**config.mk**
```make
export PLATFORM = sky130hd
export DESIGN_NAME = stdp_synapse_array
export DESIGN_NICKNAME = d
export VERILOG_FILES = /design/src/rtl/stdp_synapse_array.sv
export SDC_FILE = /design/constraint.sdc
export NUM_CORES = 1
export LEC_CHECK = 0
export CAP_MARGIN = 20
export CORE_MARGIN = 8
export CORE_UTILIZATION = 56
export DETAILED_ROUTE_END_ITERATION = 12
export HOLD_SLACK_MARGIN = 0.03
export PLACE_DENSITY = 0.78
export SETUP_SLACK_MARGIN = 0.4
export SYNTH_ARGS = -nofsm -noshare
export SYNTH_HDL_FRONTEND = slang
export SYNTH_SLANG_ARGS = --single-unit
```
**constraint.sdc**
```tcl
create_clock -name clk -period 3.42 [get_ports clk]
set_clock_uncertainty 0.1 [all_clocks]
set_input_delay 0.855 -clock clk [delete_from_list [all_inputs] [get_ports clk]]
set_output_delay 0.855 -clock clk [all_outputs]
set_load 0.02 [all_outputs]
```
**src/rtl/stdp_synapse_array.sv**
```systemverilog
// stdp_synapse_array
//   Array of N_CH plastic synapses feeding one neuron, with
//   pair-based STDP learning driven by exponentially decaying traces.
//
//   Each presynaptic channel k keeps a trace that jumps by TRACE_INC on a
//   spike and decays geometrically by trace >> DECAY_SHIFT every cycle.
//   The decay falls back to -1 once the shift term reaches zero, so every
//   trace eventually returns to 0.
//   - Potentiation: a post spike strengthens every channel whose trace is
//     still nonzero.
//   - Depression: a pre spike while the post trace is nonzero weakens that
//     channel.
//   Weights saturate at 0 and W_MAX.
//
//   Optional feature (macro STDP_DEPRESSION_EN):
//     defined   - the post trace exists and depression is active.
//     undefined - potentiation only, and there is no post trace register.
//
//   There is no valid/ready handshake. Spikes are single-cycle pulses
//   sampled on every rising edge, and outputs are always valid.
//
// Ports
//   clk         in   rising-edge clock
//   reset_n     in   asynchronous active-low reset
//   learn_en    in   1 = weight updates enabled
//   pre_spike   in   [N_CH]   presynaptic spike pulses, bit k = channel k
//   post_spike  in   postsynaptic spike pulse
//   weight_sel  in   [SEL_W]  readback channel index
//   i_syn       out  [WIDTH]  registered, clamped sum of spiking weights
//   weight_rd   out  [WIDTH]  combinational weight[weight_sel]; 0 if out of range

module stdp_synapse_array #(
    parameter int N_CH        = 4,
    parameter int WIDTH       = 8,
    parameter int TRACE_W     = 8,
    parameter int TRACE_INC   = 8,
    parameter int DECAY_SHIFT = 2,
    parameter int W_INIT      = 16,
    parameter int W_MAX       = (1 << WIDTH) - 1,
    parameter int A_PLUS      = 1,
    parameter int A_MINUS     = 1,
    localparam int SEL_W      = (N_CH > 1) ? $clog2(N_CH) : 1
) (
    input  logic             clk,
    input  logic             reset_n,
    input  logic             learn_en,
    input  logic [N_CH-1:0]  pre_spike,
    input  logic             post_spike,
    input  logic [SEL_W-1:0] weight_sel,
    output logic [WIDTH-1:0] i_syn,
    output logic [WIDTH-1:0] weight_rd
);

    localparam int SUM_W = WIDTH + $clog2(N_CH);
    localparam int WX    = WIDTH + 2;

    localparam logic [WX-1:0]      W_MAX_X     = WX'(W_MAX);
    localparam logic [WX-1:0]      A_PLUS_X    = WX'(A_PLUS);
    localparam logic [WX-1:0]      A_MINUS_X   = WX'(A_MINUS);
    localparam logic [WIDTH-1:0]   W_INIT_V    = WIDTH'(W_INIT);
    localparam logic [TRACE_W:0]   TRACE_INC_X = (TRACE_W + 1)'(TRACE_INC);
    localparam logic [TRACE_W:0]   TRACE_MAX_X = {1'b0, {TRACE_W{1'b1}}};
    localparam logic [SUM_W-1:0]   I_MAX       = SUM_W'({WIDTH{1'b1}});

    logic [TRACE_W-1:0] pre_trace     [N_CH];
    logic [TRACE_W-1:0] pre_trace_nxt [N_CH];
    logic [WIDTH-1:0]   weight        [N_CH];
    logic [WIDTH-1:0]   weight_nxt    [N_CH];
    logic [SUM_W-1:0]   acc;
    logic [WIDTH-1:0]   i_syn_nxt;
    logic               post_active;

    // The decay and the spike bump happen together. The increment is added
    // to the already-decayed value, then clamped to the trace range.
    function automatic logic [TRACE_W-1:0] trace_next(input logic [TRACE_W-1:0] t,
                                                      input logic spike);
        logic [TRACE_W-1:0] dec;
        logic [TRACE_W-1:0] decayed;
        logic [TRACE_W:0]   bumped;
        dec = t >> DECAY_SHIFT;
        if (dec == '0 && t != '0) begin
            decayed = t - TRACE_W'(1);
        end else begin
            decayed = t - dec;
        end
        bumped = {1'b0, decayed} + TRACE_INC_X;
        if (!spike) begin
            return decayed;
        end else if (bumped > TRACE_MAX_X) begin
            return '1;
        end else begin
            return bumped[TRACE_W-1:0];
        end
    endfunction

    // Potentiation and depression are folded into one net change. The
    // result is clamped to [0, W_MAX] in a two-bit-wider domain, so it
    // never wraps.
    function automatic logic [WIDTH-1:0] weight_next(input logic [WIDTH-1:0] w,
                                                     input logic pot,
                                                     input logic dep);
        logic [WX-1:0] up;
        logic [WX-1:0] dn;
        up = {2'b00, w} + (pot ? A_PLUS_X : '0);
        dn = dep ? A_MINUS_X : '0;
        if (up <= dn) begin
            return '0;
        end
        up = up - dn;
        if (up > W_MAX_X) begin
            return W_MAX_X[WIDTH-1:0];
        end
        return up[WIDTH-1:0];
    endfunction

`ifdef STDP_DEPRESSION_EN
    logic [TRACE_W-1:0] post_trace;

    always_ff @(posedge clk or negedge reset_n) begin
        if (!reset_n) begin
            post_trace <= '0;
        end else begin
            post_trace <= trace_next(post_trace, post_spike);
        end
    end

    assign post_active = (post_trace != '0);
`else
    assign post_active = 1'b0;
`endif

    // All decisions read the pre-edge registers. A spike on this edge
    // cannot satisfy its own trace test.
    always_comb begin
        for (int k = 0; k < N_CH; k++) begin
            pre_trace_nxt[k] = trace_next(pre_trace[k], pre_spike[k]);
            weight_nxt[k]    = weight_next(weight[k],
                                           learn_en && post_spike && (pre_trace[k] != '0),
                                           learn_en && pre_spike[k] && post_active);
        end
    end

    // The current is summed from the pre-update weights.
    always_comb begin
        acc = '0;
        for (int k = 0; k < N_CH; k++) begin
            acc = acc + (pre_spike[k] ? SUM_W'(weight[k]) : '0);
        end
        i_syn_nxt = (acc > I_MAX) ? '1 : acc[WIDTH-1:0];
    end

    always_comb begin
        weight_rd = '0;
        for (int k = 0; k < N_CH; k++) begin
            if (int'(weight_sel) == k) begin
                weight_rd = weight[k];
            end
        end
    end

    always_ff @(posedge clk or negedge reset_n) begin
        if (!reset_n) begin
            for (int k = 0; k < N_CH; k++) begin
                pre_trace[k] <= '0;
                weight[k]    <= W_INIT_V;
            end
            i_syn <= '0;
        end else begin
            for (int k = 0; k < N_CH; k++) begin
                pre_trace[k] <= pre_trace_nxt[k];
                weight[k]    <= weight_nxt[k];
            end
            i_syn <= i_syn_nxt;
        end
    end

endmodule

```
* Yosys cells after proc, flatten, opt, wreduce, memory -nomap -nowiden
Cells that the tools add are included.
Operators by class: eq/ne operators 3, muxes and demuxes 53, order comparisons 13, $add $sub $neg 19, reduce and logical (&&, ||, !) cells 18
Operators with widths (number):
- $mux W8 | 37
- $gt A9 B8 Y1 const B | 8
- $add A8 B1 Y9 | 4
- $add A8 B4 Y9 const B | 4
- $le A9 B1 Y1 const B | 4
- $logic_not A8 Y1 | 4
- $reduce_bool A8 Y1 | 4
- $sub A8 B1 Y8 const B | 4
- $sub A8 B6 Y8 | 4
- $mux W1 | 16
- $add A10 B8 Y10 | 1
- $add A9 B8 Y10 | 1
- $gt A10 B8 Y1 const B | 1
- $add A8 B8 Y9 | 1
- $logic_and A1 B1 Y1 | 9
- $eq A2 B2 Y1 const B | 2
- $eq A2 B1 Y1 const B | 1
- $logic_not A2 Y1 | 1
Word-level totals: bits in registers 72

* Logic depth before layout (Yosys ltp)
Gate-level depths: netlist (run 1).
word-level depth 9, depth in mapped cells 17, depth with buffers taken out 17

* Least setup slack after synthesis (run 1)
Ideal clock, no wire load.
path kind input port to flip-flop, from input port pre_spike[1], to register i_syn[2], path buffers 2, stages 13, data required time 3193 ps, setup time 127 ps, setup slack -945 ps, arrival 4138 ps, path through clkbuf_1 > clkbuf_1 > and2_1 > fa_1 > fa_1 > ha_1 > fa_1 > a21o_1 > a21oi_1 > o21bai_1 > a21oi_1 > a31oi_1 > or2_2
On the way: word-level cells in the longest chain between the ends 6
Ends and longest elaborated chain:
- start, declared | line 47 | input logic [N_CH-1:0] pre_spike,
- $mux W8 (*) | line 147 | acc = acc + (pre_spike[k] ? SUM_W'(weight[k]) : '0);
- $add A8 B8 Y9 (*) | line 147
- $add A9 B8 Y10 (*) | line 147
- $add A10 B8 Y10 (*) | line 147
- $gt A10 B8 Y1 | line 149 | i_syn_nxt = (acc > I_MAX) ? '1 : acc[WIDTH-1:0];
- $mux W8 (*) | line 149
- via i_syn_nxt[2] | line 70 | logic [WIDTH-1:0] i_syn_nxt;
- end signal, assigned | line 173 | i_syn <= i_syn_nxt;
- end, declared | line 50 | output logic [WIDTH-1:0] i_syn,
Mark *: on every way through the listed nets, which the timed path passes. The rest lies on a longest branch.

==> results of run 1 <==
layout make-up:
class,count,area (µm²)
multi-input combinational,533,5090
sequential,72,1810
fill,469,1790
timing repair buffer,167,1470
inverter,67,251
tap,140,175
clock buffer,10,138
clock inverter,6,116
metal layers:
metal | GRT usage, % | vias to the layer above | routed length [µm]
met5 | 0 | - | 13
met4 | 15.2 | 2 | 2240
met3 | 5.35 | 244 | 2660
met2 | 48.2 | 691 | 12000
met1 | 30.9 | 3332 | 8650
li1 | - | 2780 | -
flip-flops by register name (all words and copies together), names as in the netlist:
name and cells:
i_syn 8, weight 32, pre_trace 32
cell families (layout without fill, tap and decap cells):
| group | Yosys count | count (layout) | share of synthesized area (%) |
|---|---|---|---|
| AOI/OAI and AO/OA | 163 | 163 | 18.8 |
| xor gates and xnor gates | 29 | 29 | 4.09 |
| adders and majority gates | 74 | 74 | 17.3 |
| buffers and inverters | 78 | 250 | 4.72 |
| DFF | 72 | 72 | 29.1 |
| muxes | 16 | 16 | 4.23 |
| and+or+nand+nor | 251 | 251 | 21.8 |
worst reg2reg max path, delay by kind of cell, from the launching register on:
kind                     cells  cell delay (ns)
AO/OA/AOI/OAI                5             1.06
AND/OR/NAND/NOR              4             0.81
adder cells (fa/ha/maj)      3             0.76
flip-flops                   1             0.43
buffers and inverters        3             0.25
XOR/XNOR                     1             0.22
multiplexers                 1             0.17
cell usage after synthesis (all sizes together) (15+ instances only):
cell | count | share of area, %
nor2b | 15 | 1.5
and2 | 33 | 3.3
dfrtp | 68 | 27
a21oi | 31 | 2.5
ha | 54 | 11
inv | 67 | 4.1
and3 | 15 | 1.5
nor3 | 20 | 1.6
xor2 | 15 | 2.1
o21ai | 27 | 2.2
nand2 | 47 | 2.8
nand2b | 16 | 1.6
fa | 20 | 6.4
nand3 | 28 | 2.3
nor2 | 38 | 2.3
per-stage QoR:
stage                     instances  hold WS [ns]  cell area (µm²)  TNS [ns]  worst slack, ns
after global placement          904         0.439             7310    -10.51            -1.07
after CTS                       973         0.473             8550     -3.40           -0.350
after floorplan                 683         0.382             6430     -4.29           -0.556
final                           995         0.500             9050     -9.65           -0.513
after global routing            995         0.497             9050    -13.37           -0.676
after detailed placement        904         0.466             7310    -12.76            -1.16
path summary, 6_finish.rpt:
kind,start,endpoint,slack [ns],depth (start not counted)
worst max-delay path,pre_trace[26],pre_trace[27],-0.51,17
worst min-delay path,weight[4],weight[4],0.50,1
worst max register to register,pre_trace[26],pre_trace[27],-0.51,17
worst min register to register,weight[4],weight[4],0.50,1
max in group asynchronous,reset_n,pre_trace[11],2.03,1
min in group asynchronous,reset_n,pre_trace[12],0.53,1
repair_timing:
| item | 4_1_cts | 5_1_grt |
|---|---|---|
| gates resized for setup | 191 | 62 |
| endpoints found under the setup margin | 47 | 57 |
| buffers inserted | 53 | 22 |
| pin swaps | 78 | 43 |
==> reports/metrics.yaml, run 1 <==
sta:
  maxSlewViolCount: 0
  fin_crit_sh_pct: 115
  period_needed_ns: 3.93
  grt_setup_unrepaired: "yes"
  hold_viol: 0
  finalSetupViolations: 37
  clock.fmax_mhz: 254
  slew_headroom_pct: 35.6
  worstMarginPinSlew_ns: 0.965
  fin_ws_ns: -0.513
logic_synthesis:
  syn_area_um2: 6210
  yosys_warnings: 0
  synth_nets: 767
  synth_cell_type_count: 72
  yosys_register_bits: 72
  async_flop_share_pct: 100
  ys.flop_type: "dfrtp_1"
  synth.avg_cell_area_um2: 9.09
  syn_inst: 683
  seq_area_frac_synth_pct: 29.1
  synth_edf_count: 0
critical_path:
  worstSetupEndpointType: "flop"
  critPathMaxStageDelay_ns: 0.43
  path_buf_inv: 3
  path_max_fanout: 5
  path_cells: "nor4_2, nand3_1, o21bai_1, ha_2, inv_2, fa_2, a21o_1, a21oi_2, xor2_2, inv_2, ha_4, nor2b_1, mux2_4, and4bb_2, buf_6, o31ai_4, a31oi_2"
  cpLargestDelayFamily: "compound AO/OA/AOI/OAI gates"
  cp.required_ns: 3.56
  path_common_cell: "inv_2"
  cp_slowest_cell: "dfrtp_1"
  crit_type: "flop to flop"
  cp.arrival_ns: 4.07
  crit_path_start_kind: "flop"
clock_tree:
  clk_pin_slew_ns: 0.09
  hold_buffers: 0
  cts.sinks: 72
  htree_levels: 3
  clockRootBuffer: "clkbuf_8"
  clk_latency_ns: 0.38
  cts_tree: "built"
  cts_buffer_depth: 2
  cts_buffers: 9
detailed_routing:
  detailedRoute.firstPassIterationCount: 5
  vias_per_cell: 7.08
  wl_per_cell_um: 25.7
  vias: 7049
  wl_mm: 25.6
  drc: 0
  first_iter_violations: 1097
  ant_nets: 0
layout:
  drive_gt1_share_pct: 40.8
  fin_nets: 934
  mostFrequentLayoutCell: "buf_4"
  final_cell_mix: "buf_4, dfrtp_1, inv_1"
  final_util_pct: 83.5
  n_antenna_cell: 0
  syn2layout_area_growth_pct: 45.8
run_status:
  violations: "setup timing"
  status: "finished with violations"
worst_hold_path:
  hp-class: "flop to flop"
placement:
  io_buffer_count: 25
  place_congestion: 0.900
  dp.final_hpwl_mm: 12.3
floorplanning:
  coreArea_um2: 10800
  start_util_pct: 57.3
  die_area_um2: 14700
  die_w_um: 121
  die_h_um: 121
  ioPinCount: 26
  rows: 38
job:
  max-cap-violations: 0
global_routing:
  overflow: 0
  grt_max_degree: 73
  first_global_vias: 6608
  grt_usage_pct: 27.6
  grt_pass1_wl_mm: 32.6
  antenna_found_initial: 1
Power of run 1 is not shown: default switching activity piles up to over one toggle a cycle in this logic, so the estimate is an artifact.
==> run 2: changes to the inputs <==
- CORE_UTILIZATION: 56 -> 65
- PLACE_DENSITY: 0.78 -> 0.86
- clock period: 3.42 -> 4.7 ns (I/O delays scaled with it)
==> run 2 against run 1 <==
  * The flow now finishes without violations
  * Critical path depth decreased by 13
  * Register-to-register slack improved by 1.1 ns
  * Worst setup slack improved by 0.98 ns
  * Via count decreased by 26%
  * First-iteration DRC count decreased by 74%
  * Cell count decreased by 14%
  * Sequential share of layout area increased by 5.8 points
  * Highest routed layer is now met4
==> reports/metrics.yaml, run 2 (same netlist as run 1, synthesis figures left out) <==
detailed_routing:
  vias: 5240  # was 7,049
  vias_per_cell: 6.11  # was 7.08
  wl_per_cell_um: 16.5  # was 25.7 µm
  detailedRoute.firstPassIterationCount: 5  # unchanged
  ant_nets: 0  # unchanged
  drc: 0  # unchanged
  first_iter_violations: 290  # was 1,097
  wl_mm: 14.1  # was 25.6 mm
run_status:
  status: "complete, no violations"  # was finished with violations
critical_path:
  cpLargestDelayFamily: "buffers and inverters"  # was compound AO/OA/AOI/OAI gates
  ff2ff_path_depth: 16  # was 17
  path_common_cell: "clkdlybuf4s50_1"  # was inv_2
  crit_path_start_kind: "input pin"  # was flop
  cp_slowest_cell: "mux4_2"  # was dfrtp_1
  reg2reg_setup_slack_ns: 0.54  # was -0.51 ns
  cp.required_ns: 3.42  # was 3.56 ns
  path_buf_inv: 3  # unchanged
  cp.arrival_ns: 2.96  # was 4.07 ns
  critPathMaxStageDelay_ns: 0.57  # was 0.43 ns
  path_max_fanout: 8  # was 5
  path_cells: "clkdlybuf4s50_1, buf_4, mux4_2, clkdlybuf4s50_1"  # was nor4_2, nand3_1, o21bai_1, ha_2, inv_2, fa_2, a21o_1, a21oi_2, xor2_2, inv_2, ha_4, nor2b_1, mux2_4, and4bb_2, buf_6, o31ai_4, a31oi_2
  worstSetupEndpointType: "output pin"  # was flop
  crit_type: "input pin to output pin"  # was flop to flop
  cp.depth: 4  # was 17
placement:
  placed_area_um2: 6750  # was 7310 µm²
  dp.final_hpwl_mm: 11.0  # was 12.3 mm
  place_congestion: 0.897  # was 0.900
  io_buffer_count: 25  # unchanged
layout:
  seqCellArea_um2: 1810  # about the same
  multi_input_area_um2: 4240  # was 5090 µm²
  mostFrequentLayoutCell: "dfrtp_1"  # was buf_4
  syn2layout_area_growth_pct: 13.0  # was 45.8%
  n_antenna_cell: 0  # unchanged
  fin_area_um2: 7020  # was 9050 µm²
  final.fill_count: 635  # was 469
  final_util_pct: 76.0  # was 83.5%
  final_cell_mix: "dfrtp_1, inv_1, ha_1"  # was buf_4, dfrtp_1, inv_1
  drive_gt1_share_pct: 11.0  # was 40.8%
  fin_nets: 807  # was 934
  reg.largest.list: "pre_trace x32, weight x32, i_syn x8"  # unchanged
sta:
  hold_viol: 0  # unchanged
  period_needed_ns: 4.24
  fin_crit_sh_pct: 90.2
  clock.fmax_mhz: 236
  slew_headroom_pct: 41.3  # was 35.6%
  worstMarginPinSlew_ns: 0.881  # was 0.965 ns
  maxSlewViolCount: 0  # unchanged
  tns_ns: 0  # was -9.65 ns
  grt_setup_unrepaired: "yes"  # unchanged
  finalSetupViolations: 0  # was 37
clock_tree:
  cts_tree: "built"  # unchanged
  clk_pin_slew_ns: 0.07  # was 0.09 ns
  htree_levels: 3  # unchanged
  clockRootBuffer: "clkbuf_8"  # unchanged
  clk_latency_ns: 0.35  # was 0.38 ns
  cts.sinks: 72  # unchanged
  hold_buffers: 0  # unchanged
  cts_buffers: 9  # unchanged
  cts_buffer_depth: 2  # unchanged
floorplanning:
  rows: 35  # was 38
  ioPinCount: 26  # unchanged
  die_w_um: 114  # was 121 µm
  start_util_pct: 67.2  # was 57.3%
  die_h_um: 114  # was 121 µm
  die_area_um2: 12900  # was 14,700 µm²
  coreArea_um2: 9240  # was 10,800 µm²
global_routing:
  gr-max-usage-layer: "met2"  # unchanged
  antenna_found_initial: 0  # was 1
  grt_usage_pct: 22.2  # was 27.6%
  grt_max_degree: 73  # unchanged
  grt_pass1_wl_mm: 23.5  # was 32.6 mm
  use_met2_pct: 39.6  # was 48.2%
  use_met1_pct: 26.1  # was 30.9%
  overflow: 0  # unchanged
  first_global_vias: 5289  # was 6,608
  met3_usage_pct: 3.06  # was 5.35%
job:
  max-cap-violations: 0  # unchanged
worst_hold_path:
  hold_depth: 1  # unchanged
  hp-class: "flop to flop"  # unchanged
run 2: cell types whose count changed in the layout (fill, tap and decap cells not counted), sizes merged:
cell | before | now
buf | 154 | 16
clkdlybuf4s50 | 11 | 21
clkbuf | 10 | 16
clkinv | 3 | 1
bufinv | 3 | 2
clkdlybuf4s15 | 1 | 0
dlymetal6s2s | 1 | 0
run 2: worst paths after layout:
kind                          startpoint       endpoint
setup / recovery           weight_sel[0]   weight_rd[7]
hold / removal                weight[22]     weight[22]
setup reg to reg           pre_trace[26]  pre_trace[28]
hold reg to reg               weight[22]     weight[22]
max in group asynchronous        reset_n   pre_trace[9]
min in group asynchronous        reset_n  pre_trace[27]
run 2: area by class of cell:
class                      instances  share of cell area (%)
sequential                        72                    25.7
timing repair buffer              40                    4.92
clock buffer                      13                    2.12
multi-input combinational        533                    60.4
tap                              129                    2.30
clock inverter                     3                   0.927
inverter                          67                    3.58
run 2: worst reg2reg max path, stage by stage (launching register included):
cell       delay [ns]
dfrtp_1          0.42
nor4_2           0.28
nand3_1          0.16
o21bai_1         0.18
ha_1             0.19
inv_1            0.05
fa_1             0.42
a21o_1           0.22
a21oi_2          0.19
xor2_2           0.22
inv_1            0.11
ha_1             0.35
nor2b_1          0.06
mux2_2           0.30
and4bb_2         0.37
nor3_1           0.08
a2111oi_2        0.35
run 2: timing repair:
action | in CTS | in global routing
gates resized for setup | 4 | 15
pin swaps | 1 | 6
cloned | 0 | 0
setup buffers | 0 | 2
endpoints found under the setup margin | 8 | 13
run 2: layer usage:
metal  part of all wire (%)  up-vias
li1                       -     2539
met1                     43     2540
met2                     50      127
met3                    3.9       34
met4                    2.8        0
met5                      0        -
run 2: stage by stage:
stage               std cells  hold WS (ns)  setup slack, ns
finish                    857         0.470            0.462
CTS                       855         0.468            0.430
global route              857         0.484            0.289
global placement          839         0.414          -0.0160
detailed placement        839         0.458           -0.160
floorplan                 683         0.382            0.402
Power of run 2 is left out for the same reason.
==> run 3: changes to the inputs <==
- CORE_UTILIZATION: 65 -> 62
- PLACE_DENSITY: 0.86 -> 0.83
- clock period: 4.7 -> 4 ns (I/O delays scaled with it)
==> run 3 against run 2 <==
  * Global-route usage up 1.7 points
  * Cell count increased by 4.4%
  * The run now ends with DRC left
  * Non-clock buffer count up 34
  * Via count rose by 4.8%
  * Register-to-register slack lost 0.34 ns
==> reports/metrics.yaml, run 3 (same netlist as run 1, synthesis figures left out) <==
critical_path:
  cp.depth: 16  # was 4
  reg2reg_setup_slack_ns: 0.20  # was 0.54 ns
  path_max_fanout: 5  # was 8
  cp_slowest_cell: "dfrtp_1"  # was mux4_2
  ff2ff_path_depth: 16  # unchanged
  critPathMaxStageDelay_ns: 0.41  # was 0.57 ns
  worstSetupEndpointType: "flop"  # was output pin
  path_common_cell: "inv_2"  # was clkdlybuf4s50_1
  crit_type: "flop to flop"  # was input pin to output pin
  cp.arrival_ns: 3.96  # was 2.96 ns
  path_cells: "nor4_2, nand3_1, o21bai_1, ha_2, inv_2, fa_2, a21o_1, a21oi_2, xor2_2, inv_2, ha_4, nor2_2, mux2_4, a211oi_4, o31ai_4, o31ai_1"  # was clkdlybuf4s50_1, buf_4, mux4_2, clkdlybuf4s50_1
  crit_path_start_kind: "flop"  # was input pin
  path_buf_inv: 2  # was 3
  cpLargestDelayFamily: "compound AO/OA/AOI/OAI gates"  # was buffers and inverters
  cp.required_ns: 4.16  # was 3.42 ns
run_status:
  status: "finished with violations"  # was complete, no violations
  violations: "DRC"
layout:
  reg.largest.list: "pre_trace x32, weight x32, i_syn x8"  # unchanged
  mostFrequentLayoutCell: "dfrtp_1"  # unchanged
  fin_nets: 841  # was 807
  final_cell_mix: "dfrtp_1, inv_1, buf_4"  # was dfrtp_1, inv_1, ha_1
  fin_area_um2: 7710  # was 7020 µm²
  syn2layout_area_growth_pct: 24.3  # was 13.0%
  n_antenna_cell: 0  # unchanged
  drive_gt1_share_pct: 24.4  # was 11.0%
global_routing:
  grt_usage_pct: 23.9  # was 22.2%
  grt_pass1_wl_mm: 25.6  # was 23.5 mm
  gr-max-usage-layer: "met2"  # unchanged
  overflow: 0  # unchanged
  antenna_found_initial: 0  # unchanged
  use_met1_pct: 26.8  # was 26.1%
  met3_usage_pct: 3.86  # was 3.06%
  first_global_vias: 5575  # was 5,289
  use_met2_pct: 41.9  # was 39.6%
  grt_max_degree: 73  # unchanged
sta:
  finalSetupViolations: 0  # unchanged
  hold_viol: 0  # unchanged
  slew_headroom_pct: 38.0  # was 41.3%
  period_needed_ns: 3.80
  worstMarginPinSlew_ns: 0.931  # was 0.881 ns
  grt_setup_unrepaired: "yes"  # unchanged
  maxSlewViolCount: 0  # unchanged
  fin_crit_sh_pct: 95.1
  clock.fmax_mhz: 263
detailed_routing:
  first_iter_violations: 357  # was 290
  vias: 5492  # was 5,240
  wl_mm: 16.1  # was 14.1 mm
  vias_per_cell: 6.14  # was 6.11
  wl_per_cell_um: 18.0  # was 16.5 µm
  ant_nets: 0  # unchanged
  drc: 1  # was 0
  detailedRoute.firstPassIterationCount: 11  # was 5
worst_hold_path:
  hp-class: "flop to flop"  # unchanged
  hold_depth: 1  # unchanged
clock_tree:
  htree_levels: 3  # unchanged
  cts_buffer_depth: 2  # unchanged
  clockRootBuffer: "clkbuf_8"  # unchanged
  cts.sinks: 72  # unchanged
  cts_buffers: 9  # unchanged
  clk_pin_slew_ns: 0.08  # was 0.07 ns
  clk_latency_ns: 0.37  # was 0.35 ns
  cts_tree: "built"  # unchanged
floorplanning:
  die_h_um: 116  # was 114 µm
  rows: 36  # was 35
  ioPinCount: 26  # unchanged
  coreArea_um2: 9730  # was 9240 µm²
  die_area_um2: 13500  # was 12,900 µm²
  die_w_um: 116  # was 114 µm
  start_util_pct: 63.8  # was 67.2%
placement:
  placed_area_um2: 6860  # was 6750 µm²
  place_congestion: 0.916  # was 0.897
  io_buffer_count: 25  # unchanged
  dp.final_hpwl_mm: 11.2  # was 11.0 mm
job:
  max-cap-violations: 0  # unchanged
[run 3: cell types whose count changed in the layout (fill, tap and decap cells not counted), sizes merged]
| cell | previous run | this run |
|---|---|---|
| buf | 16 | 56 |
| bufinv | 2 | 4 |
| clkbuf | 16 | 14 |
| clkdlybuf4s50 | 21 | 12 |
| clkinvlp | 0 | 2 |
| dlymetal6s2s | 0 | 1 |
[run 3: path summary, 6_finish.rpt]
| check | startpoint | endpoint |
|---|---|---|
| max | pre_trace[26] | pre_trace[25] |
| min | weight[4] | weight[4] |
| max reg2reg | pre_trace[26] | pre_trace[25] |
| min reg2reg | weight[4] | weight[4] |
| max in group asynchronous | reset_n | pre_trace[7] |
| min in group asynchronous | reset_n | pre_trace[23] |
[run 3: routing by layer]
| metal | part of all wire (%) | vias up |
|---|---|---|
| li1 | - | 2593 |
| met4 | 3.7 | 0 |
| met1 | 40 | 2659 |
| met5 | 0 | - |
| met3 | 4.8 | 46 |
| met2 | 51 | 194 |
[run 3: timing repair]
action                     CTS  global route
setup buffers               14            13
setup endpoints to repair   34            38
pin swaps                   27            46
resized for setup           74            60
hold buffers                 0             0
[run 3: through the flow]
stage / setup TNS [ns] / hold slack [ns] / setup WS [ns] / std cells / utilization, %
floorplan: -0.416 / 0.382 / -0.121 / 683 / -
global placement: -4.13 / 0.420 / -0.583 / 852 / 70.5
detailed placement: -5.00 / 0.463 / -0.692 / 852 / 70.5
CTS: 0 / 0.483 / 0.248 / 882 / 75.9
global route: 0 / 0.493 / 0.00553 / 895 / 79.3
finish: 0 / 0.486 / 0.196 / 895 / 79.3
[run 3: layout make-up]
| cell class | instances | area [µm²] |
|---|---|---|
| Multi-Input combinational cell | 533 | 4610 |
| Fill cell | 607 | 2010 |
| Sequential cell | 72 | 1810 |
| Timing Repair Buffer | 74 | 607 |
| Inverter | 67 | 251 |
| Tap cell | 133 | 166 |
| Clock inverter | 7 | 144 |
| Clock buffer | 9 | 124 |
Power of run 3 is left out for the same reason.
